### src/rtl/pi_spi_master.sv
// pi_spi_master: SPI mode-0 master that issues PI-bus frames (4-byte header, then len data bytes).
// Define PI_MST_DUMMY_EN to insert one all-ones turnaround byte after the header on reads with len>0.
module pi_spi_master #(
  parameter int CLK_DIV = 2,
  parameter int GAP_CYC = 4
) (
  input  logic        clk,
  input  logic        sys_rst,
  input  logic        start,
  input  logic        rd,
  input  logic [7:0]  cmd,
  input  logic [23:0] addr,
  input  logic [15:0] len,
  output logic        busy,
  output logic        done,
  input  logic [7:0]  tx_data,
  input  logic        tx_valid,
  output logic        tx_ready,
  output logic [7:0]  rx_data,
  output logic        rx_valid,
  output logic        spi_ss,
  output logic        spi_sck,
  output logic        spi_mosi,
  input  logic        spi_miso
);

  localparam int MAXC = (CLK_DIV > GAP_CYC) ? CLK_DIV : GAP_CYC;
  localparam int CW   = (MAXC > 1) ? $clog2(MAXC) : 1;
  localparam logic [CW-1:0] DIV_LAST = CW'(CLK_DIV - 1);
  localparam logic [CW-1:0] GAP_LAST = CW'(GAP_CYC - 1);

  typedef enum logic [3:0] {
    S_IDLE,
    S_SETUP,
    S_HDR,
`ifdef PI_MST_DUMMY_EN
    S_DUMMY,
`endif
    S_DWAIT,
    S_DATA,
    S_FINISH,
    S_GAP
  } state_t;

  state_t      state_q, state_d;
  logic [CW-1:0] cnt_q, cnt_d;
  logic [4:0]  bit_q, bit_d;
  logic [31:0] sh_q, sh_d;
  logic [7:0]  rxsh_q, rxsh_d;
  logic [15:0] bytes_q, bytes_d;
  logic        rd_q, rd_d;
  logic        ss_q, ss_d;
  logic        sck_q, sck_d;
  logic        mosi_q, mosi_d;
  logic        busy_q, busy_d;
  logic        done_q, done_d;
  logic        rx_valid_q, rx_valid_d;
  logic [7:0]  rx_data_q, rx_data_d;
  logic        rx_pend_q, rx_pend_d;
  logic        tick;
  logic        in_shift;

  assign tick = (cnt_q == DIV_LAST);

`ifdef PI_MST_DUMMY_EN
  assign in_shift = (state_q == S_HDR) || (state_q == S_DATA) || (state_q == S_DUMMY);
`else
  assign in_shift = (state_q == S_HDR) || (state_q == S_DATA);
`endif

  always_comb begin
    state_d    = state_q;
    cnt_d      = cnt_q;
    bit_d      = bit_q;
    sh_d       = sh_q;
    rxsh_d     = rxsh_q;
    bytes_d    = bytes_q;
    rd_d       = rd_q;
    ss_d       = ss_q;
    sck_d      = sck_q;
    mosi_d     = mosi_q;
    busy_d     = busy_q;
    done_d     = 1'b0;
    rx_valid_d = 1'b0;
    rx_data_d  = rx_data_q;
    rx_pend_d  = 1'b0;
    tx_ready   = 1'b0;

    // rx_pend marks the edge that captured the 8th data bit; publish one cycle later
    if (rx_pend_q) begin
      rx_valid_d = 1'b1;
      rx_data_d  = rxsh_q;
    end

    if (in_shift) begin
      if (!tick) begin
        cnt_d = cnt_q + 1'b1;
      end else begin
        cnt_d = '0;
        sck_d = ~sck_q;
        if (!sck_q) begin
          rxsh_d = {rxsh_q[6:0], spi_miso};
          if (state_q == S_DATA && rd_q && bit_q == 5'd0) rx_pend_d = 1'b1;
        end else if (bit_q != 5'd0) begin
          bit_d  = bit_q - 1'b1;
          sh_d   = sh_q << 1;
          mosi_d = sh_q[30];
        end else begin
          mosi_d = 1'b0;
          bit_d  = 5'd7;
          if (state_q == S_HDR) begin
            if (bytes_q == 16'd0) begin
              state_d = S_FINISH;
            end
`ifdef PI_MST_DUMMY_EN
            else if (rd_q) begin
              state_d = S_DUMMY;
              sh_d    = '1;
              mosi_d  = 1'b1;
            end
`endif
            else begin
              state_d = S_DWAIT;
            end
          end else if (state_q == S_DATA) begin
            bytes_d = bytes_q - 16'd1;
            state_d = (bytes_q == 16'd1) ? S_FINISH : S_DWAIT;
          end else begin
            state_d = S_DWAIT;
          end
        end
      end
    end else begin
      case (state_q)
        S_IDLE: begin
          if (start) begin
            rd_d    = rd;
            bytes_d = len;
            sh_d    = {cmd, addr};
            mosi_d  = cmd[7];
            ss_d    = 1'b0;
            busy_d  = 1'b1;
            cnt_d   = '0;
            bit_d   = 5'd31;
            state_d = S_SETUP;
          end
        end
        S_SETUP: begin
          if (tick) begin
            cnt_d   = '0;
            state_d = S_HDR;
          end else begin
            cnt_d = cnt_q + 1'b1;
          end
        end
        S_DWAIT: begin
          if (rd_q) begin
            sh_d    = '0;
            mosi_d  = 1'b0;
            cnt_d   = '0;
            bit_d   = 5'd7;
            state_d = S_DATA;
          end else if (tx_valid) begin
            tx_ready = 1'b1;
            sh_d     = {tx_data, 24'h0};
            mosi_d   = tx_data[7];
            cnt_d    = '0;
            bit_d    = 5'd7;
            state_d  = S_DATA;
          end
        end
        S_FINISH: begin
          if (tick) begin
            ss_d    = 1'b1;
            done_d  = 1'b1;
            busy_d  = 1'b0;
            cnt_d   = '0;
            state_d = S_GAP;
          end else begin
            cnt_d = cnt_q + 1'b1;
          end
        end
        S_GAP: begin
          if (cnt_q == GAP_LAST) begin
            cnt_d   = '0;
            state_d = S_IDLE;
          end else begin
            cnt_d = cnt_q + 1'b1;
          end
        end
        default: state_d = S_IDLE;
      endcase
    end
  end

  always_ff @(posedge clk) begin
    if (sys_rst) begin
      state_q    <= S_IDLE;
      cnt_q      <= '0;
      bit_q      <= '0;
      sh_q       <= '0;
      rxsh_q     <= '0;
      bytes_q    <= '0;
      rd_q       <= 1'b0;
      ss_q       <= 1'b1;
      sck_q      <= 1'b0;
      mosi_q     <= 1'b0;
      busy_q     <= 1'b0;
      done_q     <= 1'b0;
      rx_valid_q <= 1'b0;
      rx_data_q  <= '0;
      rx_pend_q  <= 1'b0;
    end else begin
      state_q    <= state_d;
      cnt_q      <= cnt_d;
      bit_q      <= bit_d;
      sh_q       <= sh_d;
      rxsh_q     <= rxsh_d;
      bytes_q    <= bytes_d;
      rd_q       <= rd_d;
      ss_q       <= ss_d;
      sck_q      <= sck_d;
      mosi_q     <= mosi_d;
      busy_q     <= busy_d;
      done_q     <= done_d;
      rx_valid_q <= rx_valid_d;
      rx_data_q  <= rx_data_d;
      rx_pend_q  <= rx_pend_d;
    end
  end

  assign busy     = busy_q;
  assign done     = done_q;
  assign rx_data  = rx_data_q;
  assign rx_valid = rx_valid_q;
  assign spi_ss   = ss_q;
  assign spi_sck  = sck_q;
  assign spi_mosi = mosi_q;

endmodule

### config.mk
export PLATFORM = sky130hd
export DESIGN_NAME = pi_spi_master
export DESIGN_NICKNAME = d
export VERILOG_FILES = /design/src/rtl/pi_spi_master.sv
export SDC_FILE = /design/constraint.sdc
export NUM_CORES = 1
export LEC_CHECK = 0
export ABC_AREA = 1
export BUFFER_PORTS_ARGS = -buffer_cell sky130_fd_sc_hd__buf_4
export CORE_MARGIN = 5
export CORE_UTILIZATION = 55
export DETAILED_ROUTE_END_ITERATION = 7
export PLACE_DENSITY = 0.88
export RECOVER_POWER = 100
export SYNTH_ARGS = -nofsm -noshare
export SYNTH_HDL_FRONTEND = slang
export SYNTH_SLANG_ARGS = --single-unit
### constraint.sdc
create_clock -name clk -period 1.9 [get_ports clk]
set_input_delay 0.095 -clock clk [delete_from_list [all_inputs] [get_ports clk]]
set_output_delay 0.095 -clock clk [all_outputs]
set_load 0.05 [all_outputs]
==> summary by stage <==
STA
The post-layout minimum cycle time is 1749 ps. The setup total negative slack is 0 ps. The max-slew violation total from the final report is 0.

The final hold violation count is 0. The share of the clock period used by the worst path is 0.9205. For the pin with the worst max-slew slack, the measured transition is 626.0 ps. In this run the tightest slew margin relative to its limit is 0.5845. Derived from the worst setup path, the maximum achievable clock frequency is 571.8 MHz. Setup repair after global routing left no endpoint under its margin. The worst clock skew is 13.64 ps. The total of endpoints with negative setup slack in the final report is 0.

Synth
Counting flops with an async set or reset pin after synthesis yields a share of 0. The commonest cells after synthesis are sky130_fd_sc_hd__nand2_1, sky130_fd_sc_hd__nor2_1, sky130_fd_sc_hd__dfxtp_1, sky130_fd_sc_hd__inv_1, sky130_fd_sc_hd__o21ai_0. The main flop type after synthesis is sky130_fd_sc_hd__dfxtp_1. In this run the mean area of a mapped cell was 6.274 µm². In the synthesized netlist, the number of instances is 686. Yosys mapped a number of flops with a built-in enable equal to 0. The share of the synthesized area in the top cell type is 0.3767.

Of all cell types, the one taking the most synthesized area is sky130_fd_sc_hd__dfxtp_1. Yosys printed 0 warnings. The unique cell type count in the Yosys netlist is 28.

The synthesized netlist occupies a cell area of 4304 µm². The most common cell in the netlist is sky130_fd_sc_hd__nand2_1. The synthesized flop and latch total is 81. Of the synthesized area, sequential elements account for 0.3767.

By area the synthesized netlist is led by sky130_fd_sc_hd__dfxtp_1, sky130_fd_sc_hd__nand2_1, sky130_fd_sc_hd__nor2_1. The net count after synthesis is 755.

Die
The width of the die is 98.46 µm. The core outline area is 7687 µm². The floorplan has 32 rows. The I/O pin count is 77. The floorplan step defined a die boundary enclosing 9694 µm².

Measured along the y axis, the die boundary spans 98.46 µm. For this configuration, the core starts out at a cell density of 0.5599.

Global routing
Entering global routing, the biggest net connects 45 pins. The via count of the first global-routing pass came to 4302. The sum of overflow across all layers after global routing is 0. The number of antenna violations at the first check in global routing came to 0.

The first global-routing pass estimated 18.51 mm of wire. Across every metal layer, demand over resource in global routing totals 0.2261.

Critical path
The number of buffer and inverter instances along the worst setup path is 3. Of all nets on the critical path, the largest fanout is 44. Traced cell by cell, the critical path runs through buf_4, inv_1, nand2_1, nand2_1, nand2_1, buf_6, nand2_1, nand2_1, o31ai_1, a21oi_1, nor2_1. STA classifies the critical path endpoint as a flip-flop.

The critical path start-end classification is flip-flop to flip-flop. STA puts the critical path data required time at 2140 ps. The top cell family by delay on the critical path is simple AND/OR/NAND/NOR gates. At the worst endpoint, the arrival time is 1980 ps. STA classifies the critical path startpoint as a flip-flop. The worst-path cell with the longest stage delay is sky130_fd_sc_hd__dfxtp_2. On the worst path, the slowest cell contributes a delay of 380 ps. Among the stages of the critical path, the cell type that occurs most often is sky130_fd_sc_hd__nand2_1.

Placed design
Routability-driven placement finished with a final weighted congestion of 0.9491. The cell area after placement is 5041 µm². The half-perimeter wire length of the detailed placement result is 7.759 mm. During placement, the flow inserted port buffers numbering 76.

Clock network
The number of buffers created by CTS is 9. The longest clock path from root to sink contains 2 buffers. The clock latency of the later-clocked register in the worst-skew pair is 360 ps. The TritonCTS clock tree is built. The clock sink count is 81.

The hold buffer count at cts is 0. The register clock-pin slew on the reported worst setup and hold paths is 90 ps. The maximum level of the CTS H-tree is 3.

The buffer type at the clock tree root is sky130_fd_sc_hd__clkbuf_8.

Outcome
The flow ran to the end, and the final reports show no timing, DRC or antenna violations.

Cells and area
The growth of design area from synthesis to finish is 22.62%. For this run, the post-layout net count is 838. Summing all non-filler instances in the final layout gives an area of 5278 µm². Of the cells placed in the final design, the portion with a size suffix greater than 1 is 0.1641.

The final core utilization is 0.6865. 0 antenna diodes ended up in the layout.

Pwr
The ratio of total power to cell area is 1588 nW/µm². The worst vdd rail ir drop is 0.7311 mV. The static leakage power is 2.584 nW. The overall power of the completed layout is 8.383 mW.

Worst hold path
The tightest min-delay check is of the primary input to flip-flop type.

Route
Across all layers, the routed design uses 4521 vias. After the first detailed-routing iteration, the DRC count stood at 243. The post-detailed-route wirelength per cell is 12.56 µm. Summed over all layers, the routed wires come to 11.00 mm. After detailed routing, the number of vias per cell comes to 5.161. The post-route antenna net violation count is 0.

The first detailed-routing pass ran for 5 iterations. The DRC violations left is 0.

Flow run
The max-capacitance violation count is 0.
cells by family after synthesis:
family	Yosys count	synth area share
and+or+nand+nor	372	0.3523
AOI/OAI and AO/OA	122	0.1488
buffers and inverters	103	0.09971
DFF	81	0.3767
adders and majority gates	7	0.02035
xor gates and xnor gates	1	0.002035
registers in the layout (all words and copies together) (netlist names):
register and cells:
cnt_q 2, bit_q 5, done 1, state_q 3
spi_sck 1, busy 1, rx_valid 1, spi_ss 1
bytes_q 16, rxsh_q 8, rd_q 1, spi_mosi 1
rx_data 8, rx_pend_q 1, sh_q 31
placed cells by master (no fill, tap or decap), drive strengths merged, types with 3 or more instances in the layout:
cell type  synthesis  final
buf               17     85
nand3             19     19
clkbuf            12     25
nand4              5      5
o211ai             9      9
nand2            206    206
inv               73     76
or2                3      3
nor2             123    124
a21oi             45     45
o21ai             65     65
nand3b             6      6
dfxtp             81     81
nor3              10     10
ha                 7      7
path summary, 6_finish.rpt:
path | slack, ps | cells after the start | end | start
max | 150 | 11 | cnt_q[1] | state_q[1]
min | 10 | 3 | rd_q | rd
max reg2reg | 150 | 11 | cnt_q[1] | state_q[1]
min reg2reg | 460 | 2 | rx_data[7] | rxsh_q[7]
repair_timing:
action	in CTS	in global routing
buffers inserted	0	2
gates resized for setup	2	11
pin swaps	0	1
gates cloned	0	1
endpoints found under the setup margin	17	55
worst reg2reg max path, cell delays in order, from the launching register on:
cell	delay (ps)
sky130_fd_sc_hd__dfxtp_2	380
sky130_fd_sc_hd__buf_4	160
sky130_fd_sc_hd__inv_1	50
sky130_fd_sc_hd__nand2_1	60
sky130_fd_sc_hd__nand2_1	50
sky130_fd_sc_hd__nand2_1	80
sky130_fd_sc_hd__buf_6	290
sky130_fd_sc_hd__nand2_1	190
sky130_fd_sc_hd__nand2_1	90
sky130_fd_sc_hd__o31ai_1	70
sky130_fd_sc_hd__a21oi_1	140
sky130_fd_sc_hd__nor2_1	60
area by class of cell:
cell class / count / area, µm²
clock buffer: 10 / 137.6
timing repair buffer: 100 / 714.4
fill: 696 / 2410
clock inverter: 6 / 97.59
sequential: 81 / 1625
inverter: 74 / 277.8
multi-input combinational: 503 / 2297
tap: 102 / 127.6
layer usage:
layer | global-route usage | routed length (µm) | vias up
met1 | 0.2799 | 4678 | 2021
met2 | 0.3843 | 5378 | 155
met5 | 0 | 0 | -
met3 | 0.03751 | 704 | 24
met4 | 0.1050 | 240 | 0
li1 | - | - | 2321
power by group:
part           internal, mW  switching [mW]  leakage (nW)  total (mW)
sequential             2.20           0.299         0.667        2.50
combinational          1.57            2.84          1.80        4.40
clock                 0.797           0.682         0.119        1.48
total                  4.57            3.82          2.58        8.38
per-stage QoR:
stage | setup WS [ps] | cells | hold slack [ps]
4_1_cts | 54.55 | 873 | 8.029
2_1_floorplan | 330.5 | 686 | 266.4
6_report | 151.1 | 876 | 12.31
3_5_place_dp | -181.9 | 857 | 379.2
3_3_place_gp | -63.42 | 857 | 372.5
5_1_grt | 5.385 | 876 | 14.06
(Power assumes the default switching activity.)
